File: src/rtl/uart_rx.sv
`timescale 1ns/1ps
// uart_rx -- asynchronous serial receiver (idle high, 1 start bit,
// DATA_WIDTH data bits LSB first, [optional even parity], 1 stop bit).
//
// The line is oversampled with clk. It passes through a 2-FF synchroniser
// and a 3-tap shift register, and each sample is the majority of the taps.
// A received word is held until the consumer pulses data_read_i.
//
// Optional feature macro: UART_RX_PARITY_EN
//   defined   -> one even-parity bit follows the data bits; adds parity_err_o
//   undefined -> frame is DATA_WIDTH+2 bits, no parity_err_o port
//
// Parameters
//   CLK_FREQ     system clock frequency in Hz
//   BAUD_RATE    line bit rate
//   DATA_WIDTH   data bits per frame
// Ports
//   clk           system clock, rising edge
//   rst_n         asynchronous active-low reset
//   rx_i          serial line (asynchronous, idle high)
//   data_read_i   single-cycle pulse, releases the held word and clears flags
//   data_o        last received word, stable while data_valid_o=1
//   data_valid_o  a word is held and unread
//   rx_ready_o    !data_valid_o, upstream transmitter may start a frame
//   frame_err_o   sticky, stop bit sampled low
//   overrun_o     sticky, a frame completed while a word was still held
//   parity_err_o  sticky, parity mismatch (UART_RX_PARITY_EN only)
module uart_rx #(
  parameter int CLK_FREQ   = 100_000_000,
  parameter int BAUD_RATE  = 115200,
  parameter int DATA_WIDTH = 8
) (
  input  logic                  clk,
  input  logic                  rst_n,
  input  logic                  rx_i,
  input  logic                  data_read_i,
  output logic [DATA_WIDTH-1:0] data_o,
  output logic                  data_valid_o,
  output logic                  rx_ready_o,
  output logic                  frame_err_o,
  output logic                  overrun_o
`ifdef UART_RX_PARITY_EN
  ,
  output logic                  parity_err_o
`endif
);

  localparam int BIT  = CLK_FREQ / BAUD_RATE;
  localparam int HALF = BIT / 2;
  localparam int CW   = (BIT > 1) ? $clog2(BIT) : 1;
  localparam int IW   = (DATA_WIDTH > 1) ? $clog2(DATA_WIDTH) : 1;

  localparam logic [CW-1:0] C_BIT_LAST  = CW'(BIT - 1);
  localparam logic [CW-1:0] C_HALF_LAST = CW'(HALF - 1);
  localparam logic [IW-1:0] C_IDX_LAST  = IW'(DATA_WIDTH - 1);

  typedef enum logic [2:0] {
    S_IDLE,
    S_START,
    S_DATA,
`ifdef UART_RX_PARITY_EN
    S_PARITY,
`endif
    S_STOP
  } state_t;

  // ---------------------------------------------------------------------
  // Input conditioning
  // ---------------------------------------------------------------------
  logic [1:0] r_sync;
  logic [2:0] r_tap;   // r_tap[0] is the newest sample

  always_ff @(posedge clk or negedge rst_n) begin
    if (!rst_n) begin
      // All ones so that leaving reset never looks like a falling edge.
      r_sync <= '1;
      r_tap  <= '1;
    end else begin
      r_sync <= {r_sync[0], rx_i};
      r_tap  <= {r_tap[1:0], r_sync[1]};
    end
  end

  logic w_bit;
  logic w_fall;

  assign w_bit  = (r_tap[0] & r_tap[1]) | (r_tap[0] & r_tap[2]) | (r_tap[1] & r_tap[2]);
  assign w_fall = r_tap[1] & ~r_tap[0];

  // ---------------------------------------------------------------------
  // Receive FSM and registered outputs
  // ---------------------------------------------------------------------
  state_t                r_state;
  logic [CW-1:0]         r_cnt;
  logic [IW-1:0]         r_idx;
  logic [DATA_WIDTH-1:0] r_shreg;
  logic [DATA_WIDTH-1:0] r_data;
  logic                  r_valid;
  logic                  r_ferr;
  logic                  r_ovr;
`ifdef UART_RX_PARITY_EN
  logic                  r_par;
  logic                  r_perr;
`endif

  logic                  w_tick_bit;
  logic                  w_tick_half;
  logic [DATA_WIDTH-1:0] w_shift_next;

  assign w_tick_bit  = (r_cnt == C_BIT_LAST);
  assign w_tick_half = (r_cnt == C_HALF_LAST);

  // New sample enters at the MSB and shifts right, so the first bit on the
  // line (the LSB) ends up in bit 0 after DATA_WIDTH samples.
  always_comb begin
    w_shift_next                 = r_shreg >> 1;
    w_shift_next[DATA_WIDTH-1]   = w_bit;
  end

  always_ff @(posedge clk or negedge rst_n) begin
    if (!rst_n) begin
      r_state <= S_IDLE;
      r_cnt   <= '0;
      r_idx   <= '0;
      r_shreg <= '0;
      r_data  <= '0;
      r_valid <= 1'b0;
      r_ferr  <= 1'b0;
      r_ovr   <= 1'b0;
`ifdef UART_RX_PARITY_EN
      r_par   <= 1'b0;
      r_perr  <= 1'b0;
`endif
    end else begin
      r_cnt <= r_cnt + 1'b1;

      // Read clears first; a completion later in this block overrides it,
      // so a same-cycle completion keeps the word valid without overrun.
      if (data_read_i && r_valid) begin
        r_valid <= 1'b0;
        r_ferr  <= 1'b0;
        r_ovr   <= 1'b0;
`ifdef UART_RX_PARITY_EN
        r_perr  <= 1'b0;
`endif
      end

      case (r_state)
        S_IDLE: begin
          if (w_fall) begin
            r_cnt   <= '0;
            r_state <= S_START;
          end
        end

        S_START: begin
          if (w_tick_half) begin
            r_cnt <= '0;
            if (w_bit) begin
              // Line back high at mid start bit: treat as noise.
              r_state <= S_IDLE;
            end else begin
              r_idx   <= '0;
`ifdef UART_RX_PARITY_EN
              r_par   <= 1'b0;
`endif
              r_state <= S_DATA;
            end
          end
        end

        S_DATA: begin
          if (w_tick_bit) begin
            r_cnt   <= '0;
            r_shreg <= w_shift_next;
`ifdef UART_RX_PARITY_EN
            r_par   <= r_par ^ w_bit;
`endif
            if (r_idx == C_IDX_LAST) begin
`ifdef UART_RX_PARITY_EN
              r_state <= S_PARITY;
`else
              r_state <= S_STOP;
`endif
            end else begin
              r_idx <= r_idx + 1'b1;
            end
          end
        end

`ifdef UART_RX_PARITY_EN
        S_PARITY: begin
          if (w_tick_bit) begin
            r_cnt   <= '0;
            r_par   <= r_par ^ w_bit;
            r_state <= S_STOP;
          end
        end
`endif

        S_STOP: begin
          if (w_tick_bit) begin
            r_cnt   <= '0;
            r_state <= S_IDLE;
            r_data  <= r_shreg;
            r_valid <= 1'b1;
            if (!w_bit) begin
              r_ferr <= 1'b1;
            end
            if (r_valid && !data_read_i) begin
              r_ovr <= 1'b1;
            end
`ifdef UART_RX_PARITY_EN
            if (r_par) begin
              r_perr <= 1'b1;
            end
`endif
          end
        end

        default: begin
          r_state <= S_IDLE;
        end
      endcase
    end
  end

  assign data_o       = r_data;
  assign data_valid_o = r_valid;
  assign rx_ready_o   = ~r_valid;
  assign frame_err_o  = r_ferr;
  assign overrun_o    = r_ovr;
`ifdef UART_RX_PARITY_EN
  assign parity_err_o = r_perr;
`endif

endmodule
File: config.mk
export PLATFORM = sky130hd
export DESIGN_NAME = uart_rx
export DESIGN_NICKNAME = d
export VERILOG_FILES = /design/src/rtl/uart_rx.sv
export SDC_FILE = /design/constraint.sdc
export NUM_CORES = 1
export LEC_CHECK = 0
export BUFFER_PORTS_ARGS = -buffer_cell sky130_fd_sc_hd__buf_2
export CAP_MARGIN = 25
export CORE_ASPECT_RATIO = 1.4
export CORE_UTILIZATION = 30
export CTS_CLUSTER_DIAMETER = 50
export DETAILED_ROUTE_END_ITERATION = 8
export SLEW_MARGIN = 20
export SYNTH_ARGS = -nofsm -noshare
export SYNTH_HDL_FRONTEND = slang
export SYNTH_SLANG_ARGS = --single-unit
File: constraint.sdc
create_clock -name clk -period 4.7 [get_ports clk]
set_input_delay 0.94 -clock clk [delete_from_list [all_inputs] [get_ports clk]]
set_output_delay 0.94 -clock clk [all_outputs]
set_load 0.005 [all_outputs]
* After elaboration in Yosys (flattened, before gate mapping)
Cells that the tools add are included.
** Operators by class
- Bitwise gates (word level) :: 8
- Reductions and logical operators :: 10
- Add/sub/neg operators :: 2
- Equality and inequality tests :: 13
- Multiplexer cells :: 27
** Operators with widths (count)
- 10-bit 2-to-1 mux :: 3
- 10-bit case mux with 3 select lines :: 1
- 3-bit 2-to-1 mux :: 9
- 2-bit != test (second input constant) :: 7
- 3-bit case mux with 4 select lines :: 1
- 1-bit 2-to-1 mux :: 11
- 10-bit by 1-bit adder with 10-bit output (second input constant) :: 1
- 10-bit == test (second input constant) :: 1
- 10-bit by 9-bit == test with 1-bit output (second input constant) :: 1
- 5-bit AND reduction :: 2
- 3-bit by 2-bit == test with 1-bit output (second input constant) :: 2
- 3-bit case mux with 2 select lines :: 1
- 1-bit bitwise AND :: 4
- 2-bit AND reduction :: 2
- 3-bit by 1-bit adder with 3-bit output (second input constant) :: 1
- 3-bit by 1-bit == test with 1-bit output (second input constant) :: 1
- 3-bit == test (second input constant) :: 1
- 3-bit zero test :: 1
- 1-bit logical AND :: 2
- 2-bit 2-to-1 mux :: 1
- 1-bit inverter :: 2
- 1-bit OR :: 2
- 2-bit nonzero test :: 1
- 2-bit OR reduction :: 1
- 1-bit zero test :: 1
** Word-level totals
- Output and inout bits :: 12
- Flip-flop bits (word level) :: 40

* Logic depth before layout (Yosys ltp)
Gate-level depths: netlist (run 1).
- Depth in word-level cells :: 6
- Gate-level depth with buffers :: 6

* Least setup slack after synthesis (run 1)
No wires, ideal clock.
- Kind :: reg2reg
- Start point :: register r_cnt[0]
- End point :: register r_shreg[0]
- Data arrival time :: 1873 ps
- Data required time :: 4575 ps
- Path slack :: 2703 ps
- Cell stages (with the launch flop) :: 6
- Clock period less this slack :: 1997 ps
- Cell sequence :: dfrtp_1 > ha_1 > nand4b_1 > or4b_4 > nor2_8 > mux2_2
** On the way
- Longest elaborated chain between the ends :: 2
** Ends and longest elaborated chain
- start: declaration :: line 94 : logic [CW-1:0] r_cnt;
- start signal: assignment :: line 135 : r_cnt <= r_cnt + 1'b1;
- 10-bit == test :: line 110 : assign w_tick_bit = (r_cnt == C_BIT_LAST);
- 2-bit AND reduction (no line)
- end signal: assignment :: line 175 : r_shreg <= w_shift_next;
- end: declaration :: line 96 : logic [DATA_WIDTH-1:0] r_shreg;
Every way passes these cells.
A chain may end at the register's enable or synchronous reset.

* Final worst setup path (run 1)
- Start point :: register r_cnt[0]
- End point :: register r_data[7] (netlist: data_o[7])
** On the way
- Longest elaborated chain between the ends :: 2
** Ends and longest elaborated chain
- 10-bit == test :: line 110
- 2-bit AND reduction (no line)
- end signal: assignment :: line 205 : r_data <= r_shreg;
- end: declaration :: line 97 : logic [DATA_WIDTH-1:0] r_data;
Every way passes these cells.

==> results by group, run 1 <==
Status
  • Outcome: complete, no violations

Setup path
  • Reg2reg end: data_o[7]
  • Critical Path Start: r_cnt[0]
  • Worst setup path endpoint: data_o[7]
  • Worst path cell trace: ha_1, nand4b_1, nor2_1, nand4_1, mux2_2
  • R2R cell count: 5
  • Crit start category: register
  • Crit Path Class: register to register
  • Crit path max fanout: 12
  • Worst Path Required: slightly below 5 ns
  • R2R setup slack: 2.50 ns
  • Worst path max stage delay: slightly above 0.5 ns
  • WP data arrival: around 2.4 ns
  • Crit path max-delay cell type: nand4_1
  • Source of the worst register-to-register timing path: r_cnt[0]
  • Worst setup EP type: register

Clocking
  • Cts hold-fix bufs: 0
  • Clk sink count: 39
  • CTS tree: yes
  • Clk root buf: clkbuf_8
  • CTS max path bufs: 2
  • Post-cts gate resize count: 0
  • TritonCTS buffer count: 5
  • H-tree Lvls: 2
  • Clk_lat worst skew: 0.29 ns
  • CTS clock-pin slew for the worst setup and hold paths: 0.07 ns
  • Post-CTS Setup Bufs: 0

Global route
  • Largest net degree at the start of global routing: 40
  • Global Route Usage Sum: roughly a tenth
  • GR Overflow Total: 0
  • Global-route wire length before repair: around 4800 um
  • Initial antenna violation count: 0
  • Vias in the first global route: between 1000 and 1500

Die
  • Starting density of the core: between 30% and 40%
  • Die footprint: 0.00590 sq mm
  • Ports: 16
  • Die Wd: 65.2 um
  • FP Rows: 31
  • Die Ht: ~90 um
  • Core area: between 0.005 and 0.006 sq mm

Finish
  • FILL cells: between 500 and 600
  • Area grow syn2layout: 13.4%
  • Antenna Cells: 0
  • Layout cells sized above 1: a little under a third
  • Nets: 157
  • Final instance count without filler cells: around 220

Routing
  • Routed WL: ~2700 um
  • Vias/cell: approximately 4.8
  • 1st-iter DRT viols: 7
  • Routed Antenna Nets: 0
  • Vias: around 1000
  • TritonRoute pass-1 iters: 4
  • WL/cell: 12.6 um
  • DRC errors left: 0

Timing
  • Highest Clock Rate: between 400 and 500 MHz
  • Part of the cycle the worst path needs: 46.8%
  • RSZ-0062 raised after global routing: false
  • Pins Over Slew Limit: 0
  • Skew final: roughly 0.008 ns
  • Tightest Pin Transition: between 0.8 and 0.9 ns
  • Post-route setup TNS: 0 ns
  • Min Tclk post-route: around 2.2 ns
  • Relative slew slack: a little under half
  • Final Setup Violations: 0
  • Final hold violations: 0

Synth
  • Post-synthesis async set-or-reset flop share: 100%
  • Syn_area_per_cell: around 13 sq um
  • Mapped Cells: about 130
  • #FFs+latches synth: 39
  • Synth area leader: dfrtp_1
  • Synth cell types: 32
  • Sequential share of the synthesized area: between 50 and 60%
  • Post-synth top area share: roughly half
  • Synthesized cell area: about 0.0017 sq mm
  • Largest cells by area after synthesis: dfrtp_1, mux2_2, dfstp_2
  • Synth warn: 0
  • Net Count, Synth: between 100 and 150
  • Top_reg_cell synth: dfrtp_1
  • EDFF count, synth: 0

Place
  • Detail Placement HPWL: roughly 2000 um
  • Gpl congestion: 0.790
  • Input/output buffers: 15
  • Placed insts: 208

Min path
  • Hold path cells: 0
  • Worst hold path class: register to register

Power and ir drop
  • Pint: 515 uW
  • Peak VDD IR: 0.172 mV
  • Sw Pwr: around 200 uW
  • Sequential power share: 57.4%
  • Combinational Power Share: 12.5%
  • Clk pwr share: between 30% and 40%
  • Tot Pwr: ~700 uW
  • Pwr dens: 377 mW/mm^2
  • Leakage: roughly 0.00095 uW
  • Switching Share: 28.1%

Job
  • Max-cap violation count: 0
[power by group through the flow]
stage	Clock [uW]	Combinational [uW]	Sequential [uW]
floorplan	0	75.6	400
CTS	224	91.6	410
detailed placement	0	91.3	416
global route	238	104	418
finish	216	89.3	411
global placement	0	86.6	414
[synth_stat cells, types with 2 or more instances]
cell,instances
dfrtp_1,34
mux2_2,17
nor2_1,15
nand2_1,7
xor2_1,7
dfstp_2,5
ha_1,4
inv_1,4
nand3_1,4
buf_2,3
nand4_1,3
o21ai_0,3
a22o_1,2
and3_1,2
and4_1,2
nand4b_1,2
nor4b_1,2
[registers in the layout, indices dropped and copies added, names as in the netlist, named ones only]
signal,flops
r_shreg,8
frame_err_o,1
data_valid_o,1
r_sync,2
data_o,8
r_tap,3
r_state,2
r_cnt,10
r_idx,3
[through the flow]
step | area, sq um | utilization (%) | setup slack (ns) | hold WS [ns]
after global routing | 1900 | 36.0 | 2.27 | 0.360
after global placement | 1820 | 34.4 | 2.58 | 0.347
final | 1900 | 36.0 | 2.50 | 0.358
after detailed placement | 1820 | 34.4 | 2.51 | 0.349
after floorplan | 1680 | - | 2.70 | 0.345
after CTS | 1900 | 36.0 | 2.51 | 0.359
[placed cells by master, fill, tap and decap left out, types with 2 or more instances in the layout]
cell      instances
nand2_1           7
nor4b_1           2
mux2_2           17
o21ai_0           3
and3_1            2
dfstp_2           5
nand4b_1          2
a22o_1            2
clkbuf_8          5
xor2_1            7
and4_1            2
nand3_1           4
buf_2            15
nor2_1           15
ha_1              4
dfrtp_1          34
inv_1             4
nand4_1           3
[cell type report]
| type | instances | area (sq um) | area share [%] |
|---|---|---|---|
| clock buffer | 6 | 72.6 | 3.82 |
| clock inverter | 2 | 12.5 | 0.658 |
| inverter | 4 | 15.0 | 0.790 |
| multi-input combinational | 84 | 661 | 34.8 |
| sequential | 39 | 982 | 51.7 |
| tap | 66 | 82.6 | 4.34 |
| timing repair buffer | 15 | 75.1 | 3.95 |
[worst min path at each step]
stage	start	end	slack (ns)
detailed placement	r_sync[1]	r_tap[0]	0.35
global route	r_sync[1]	r_tap[0]	0.36
finish	r_sync[0]	r_sync[1]	0.36
CTS	r_sync[1]	r_tap[0]	0.36
global placement	r_sync[1]	r_tap[0]	0.35
floorplan	r_sync[0]	r_sync[1]	0.35
[worst max-delay path, delay by kind of cell (launching register included)]
| kind | cells | cell delay, ns |
|---|---|---|
| AND/OR/NAND/NOR | 3 | 0.92 |
| adder cells (fa/ha/maj) | 1 | 0.27 |
| flip-flops | 1 | 0.42 |
| multiplexers | 1 | 0.48 |
[cell families after synthesis]
| kind of cell | count (synthesis) | share of synthesized area [%] |
|---|---|---|
| muxes | 18 | 12.0 |
| buffers and inverters | 8 | 2.01 |
| and+or+nand+nor | 44 | 15.7 |
| adders and majority gates | 5 | 3.58 |
| xor gates and xnor gates | 8 | 4.18 |
| AOI/OAI and AO/OA | 9 | 3.96 |
| DFF | 39 | 58.6 |
[per-layer routing]
layer | GRT usage, % | wire [um] | vias to the layer above | share of wire (%)
met5 | 0 | 0 | - | 0
met4 | 7.61 | 91 | 0 | 3.3
met3 | 2.40 | 71 | 8 | 2.6
met2 | 17.1 | 1380 | 17 | 51
met1 | 12.1 | 1170 | 523 | 43
li1 | - | - | 488 | -
Note: power is estimated with default switching activity, not from simulation.
==> inputs of run 2 (changes only) <==
- ABC_AREA: unset -> 1
- clock period: 4.7 -> 1.9 ns (I/O delays scaled with it)
==> results by group, run 2 <==
Status
  • Outcome: complete, no violations

Timing
  • Post-route setup TNS: 0 ns
  • Relative slew slack: about 67%
  • Skew final: approximately 0.0073 ns
  • Tightest Pin Transition: 0.489 ns
  • Min Tclk post-route: between 1.5 and 2 ns
  • Part of the cycle the worst path needs: a little over four fifths
  • Final Setup Violations: 0
  • Highest Clock Rate: 623 MHz
  • Pins Over Slew Limit: 0
  • RSZ-0062 raised after global routing: false
  • Worst Slack Setup Final: around 0.3 ns
  • Final hold violations: 0

Synth
  • Most common cell in the netlist: nand2_1
  • Top_reg_cell synth: dfrtp_1
  • Synthesized cell area: 0.00186 sq mm
  • #FFs+latches synth: 39
  • Sequential share of the synthesized area: 52.9%
  • Syn_area_per_cell: around 8.4 sq um
  • Synth cell types: 27
  • Mapped Cells: 220
  • Largest cells by area after synthesis: dfrtp_1, nand2_1, dfstp_2
  • Post-synthesis async set-or-reset flop share: between 90% and 100%
  • Synth area leader: dfrtp_1
  • EDFF count, synth: 0
  • Top cells by count, synth: nand2_1, dfrtp_1, inv_1, o21ai_0, nor2_1
  • Net Count, Synth: approximately 230
  • Post-synth top area share: 45.8%
  • Synth warn: 0

Clocking
  • Cts hold-fix bufs: 0
  • CTS clock-pin slew for the worst setup and hold paths: ~0.07 ns
  • H-tree Lvls: 2
  • Post-cts gate resize count: 0
  • Post-CTS Setup Bufs: 0
  • CTS tree: yes
  • CTS max path bufs: 2
  • Clk_lat worst skew: 0.29 ns
  • Clk root buf: clkbuf_8
  • TritonCTS buffer count: 5
  • Clk sink count: 39

Die
  • Die Wd: 68.5 um
  • Core area: around 0.0059 sq mm
  • Die Ht: about 95 um
  • FP Rows: 33
  • Die footprint: ~0.0065 sq mm
  • Starting density of the core: about a third
  • Ports: 16

Place
  • Pre-CTS WS: a little under 0.3 ns
  • Detail Placement HPWL: around 2700 um
  • Gpl congestion: ~0.8
  • Input/output buffers: 15
  • Placed insts: 308

Setup path
  • Crit start category: register
  • Crit path max fanout: 16
  • WP data arrival: around 1.8 ns
  • Worst setup EP type: register
  • Critical Path Start: r_cnt[0]
  • Crit Path Class: register to register
  • Worst Path Required: about 2.1 ns
  • Source of the worst register-to-register timing path: r_cnt[0]
  • Reg2reg end: data_o[2]
  • R2R setup slack: ~0.29 ns
  • R2R cell count: 7

Global route
  • Global Route Usage Sum: ~14%
  • Initial antenna violation count: 0
  • Global-route wire length before repair: 6580 um
  • Largest net degree at the start of global routing: 40
  • GR Overflow Total: 0
  • Vias in the first global route: between 1000 and 1500

Routing
  • Vias: around 1500
  • Routed Antenna Nets: 0
  • WL/cell: 11.7 um
  • DRC errors left: 0
  • 1st-iter DRT viols: 34
  • TritonRoute pass-1 iters: 4
  • Vias/cell: between 4 and 5
  • Routed WL: roughly 3700 um

Finish
  • Largest Register: r_cnt
  • Antenna Cells: 0
  • Area grow syn2layout: 14.3%
  • Most frequent cells in the layout: nand2_1, dfrtp_1, inv_1, o21ai_0, buf_2
  • Final instance count without filler cells: about 320
  • Layout cells sized above 1: between 10% and 20%
  • Commonest non-fill, non-tap cell in the layout: nand2_1
  • Sequential Area: about 980 sq um
  • Largest register FFs: 10
  • Nets: roughly 250
  • FILL cells: 596
  • Area of the multi-input gates: 756 sq um
  • Final Util: 36.0%

Power and ir drop
  • Tot Pwr: 2130 uW
  • Pwr dens: between 1000 and 1500 mW/mm^2
  • Peak VDD IR: 0.582 mV
  • Leakage: between 0.001 and 0.0015 uW

Job
  • Max-cap violation count: 0

Min path
  • Worst hold path class: input pin to asynchronous set/reset pin
==> run 2: changes by cell type after synthesis, sizes merged, moves of 3 or more <==
cell,before,now
nand4,3,10
nand2,7,76
a21oi,1,9
inv,4,22
xor2,7,3
o21ai,3,22
nand3,4,7
mux2,17,0
nor3,0,4
==> run 2: worst max-delay path, stage by stage (launching register included) <==
cell	delay (ns)
dfrtp_1	0.47
ha_1	0.26
nand2_1	0.07
nor2_1	0.12
nand4_2	0.11
buf_4	0.21
o21ai_0	0.19
nand2_1	0.07
==> run 2: stage by stage <==
stage          hold WS [ns]  area [sq um]
2_1_floorplan        0.0844          1860
3_3_place_gp          0.347          2040
3_5_place_dp          0.350          2040
4_1_cts               0.152          2120
5_1_grt               0.170          2120
6_report              0.131          2120
==> run 2: metal layers <==
layer,share of wire (%),GRT usage (%),vias to the layer above
met5,0,0,-
met4,2.2,7.12,0
met3,2.9,2.87,7
met2,51,22.9,25
met1,43,16.1,703
li1,-,-,756
==> run 2: worst max-delay path by stage <==
stage | slack (ns) | depth (start not counted) | end
2_1_floorplan | 0.39 | 7 | data_o[6]
3_3_place_gp | 0.35 | 8 | r_idx[0]
3_5_place_dp | 0.30 | 7 | data_o[2]
4_1_cts | 0.28 | 7 | data_o[2]
5_1_grt | 0.06 | 7 | data_o[0]
6_report | 0.29 | 7 | data_o[2]
==> run 2: layout make-up <==
cell class	count	area share [%]
Sequential cell	39	46.2
Multi-Input combinational cell	154	35.6
Timing Repair Buffer	23	6.36
Tap cell	70	4.12
Inverter	22	3.89
Clock buffer	7	3.59
Clock inverter	1	0.236
==> run 2: power by group <==
group          switching (uW)  internal (uW)
Sequential                103            903
Combinational             384            202
Clock                     277            258
==> run 2: logic make-up after synthesis <==
logic type,synth area share (%)
DFF,52.9
adders and majority gates,2.69
AOI/OAI and AO/OA,9.36
buffers and inverters,6.46
xor gates and xnor gates,1.41
and+or+nand+nor,27.2
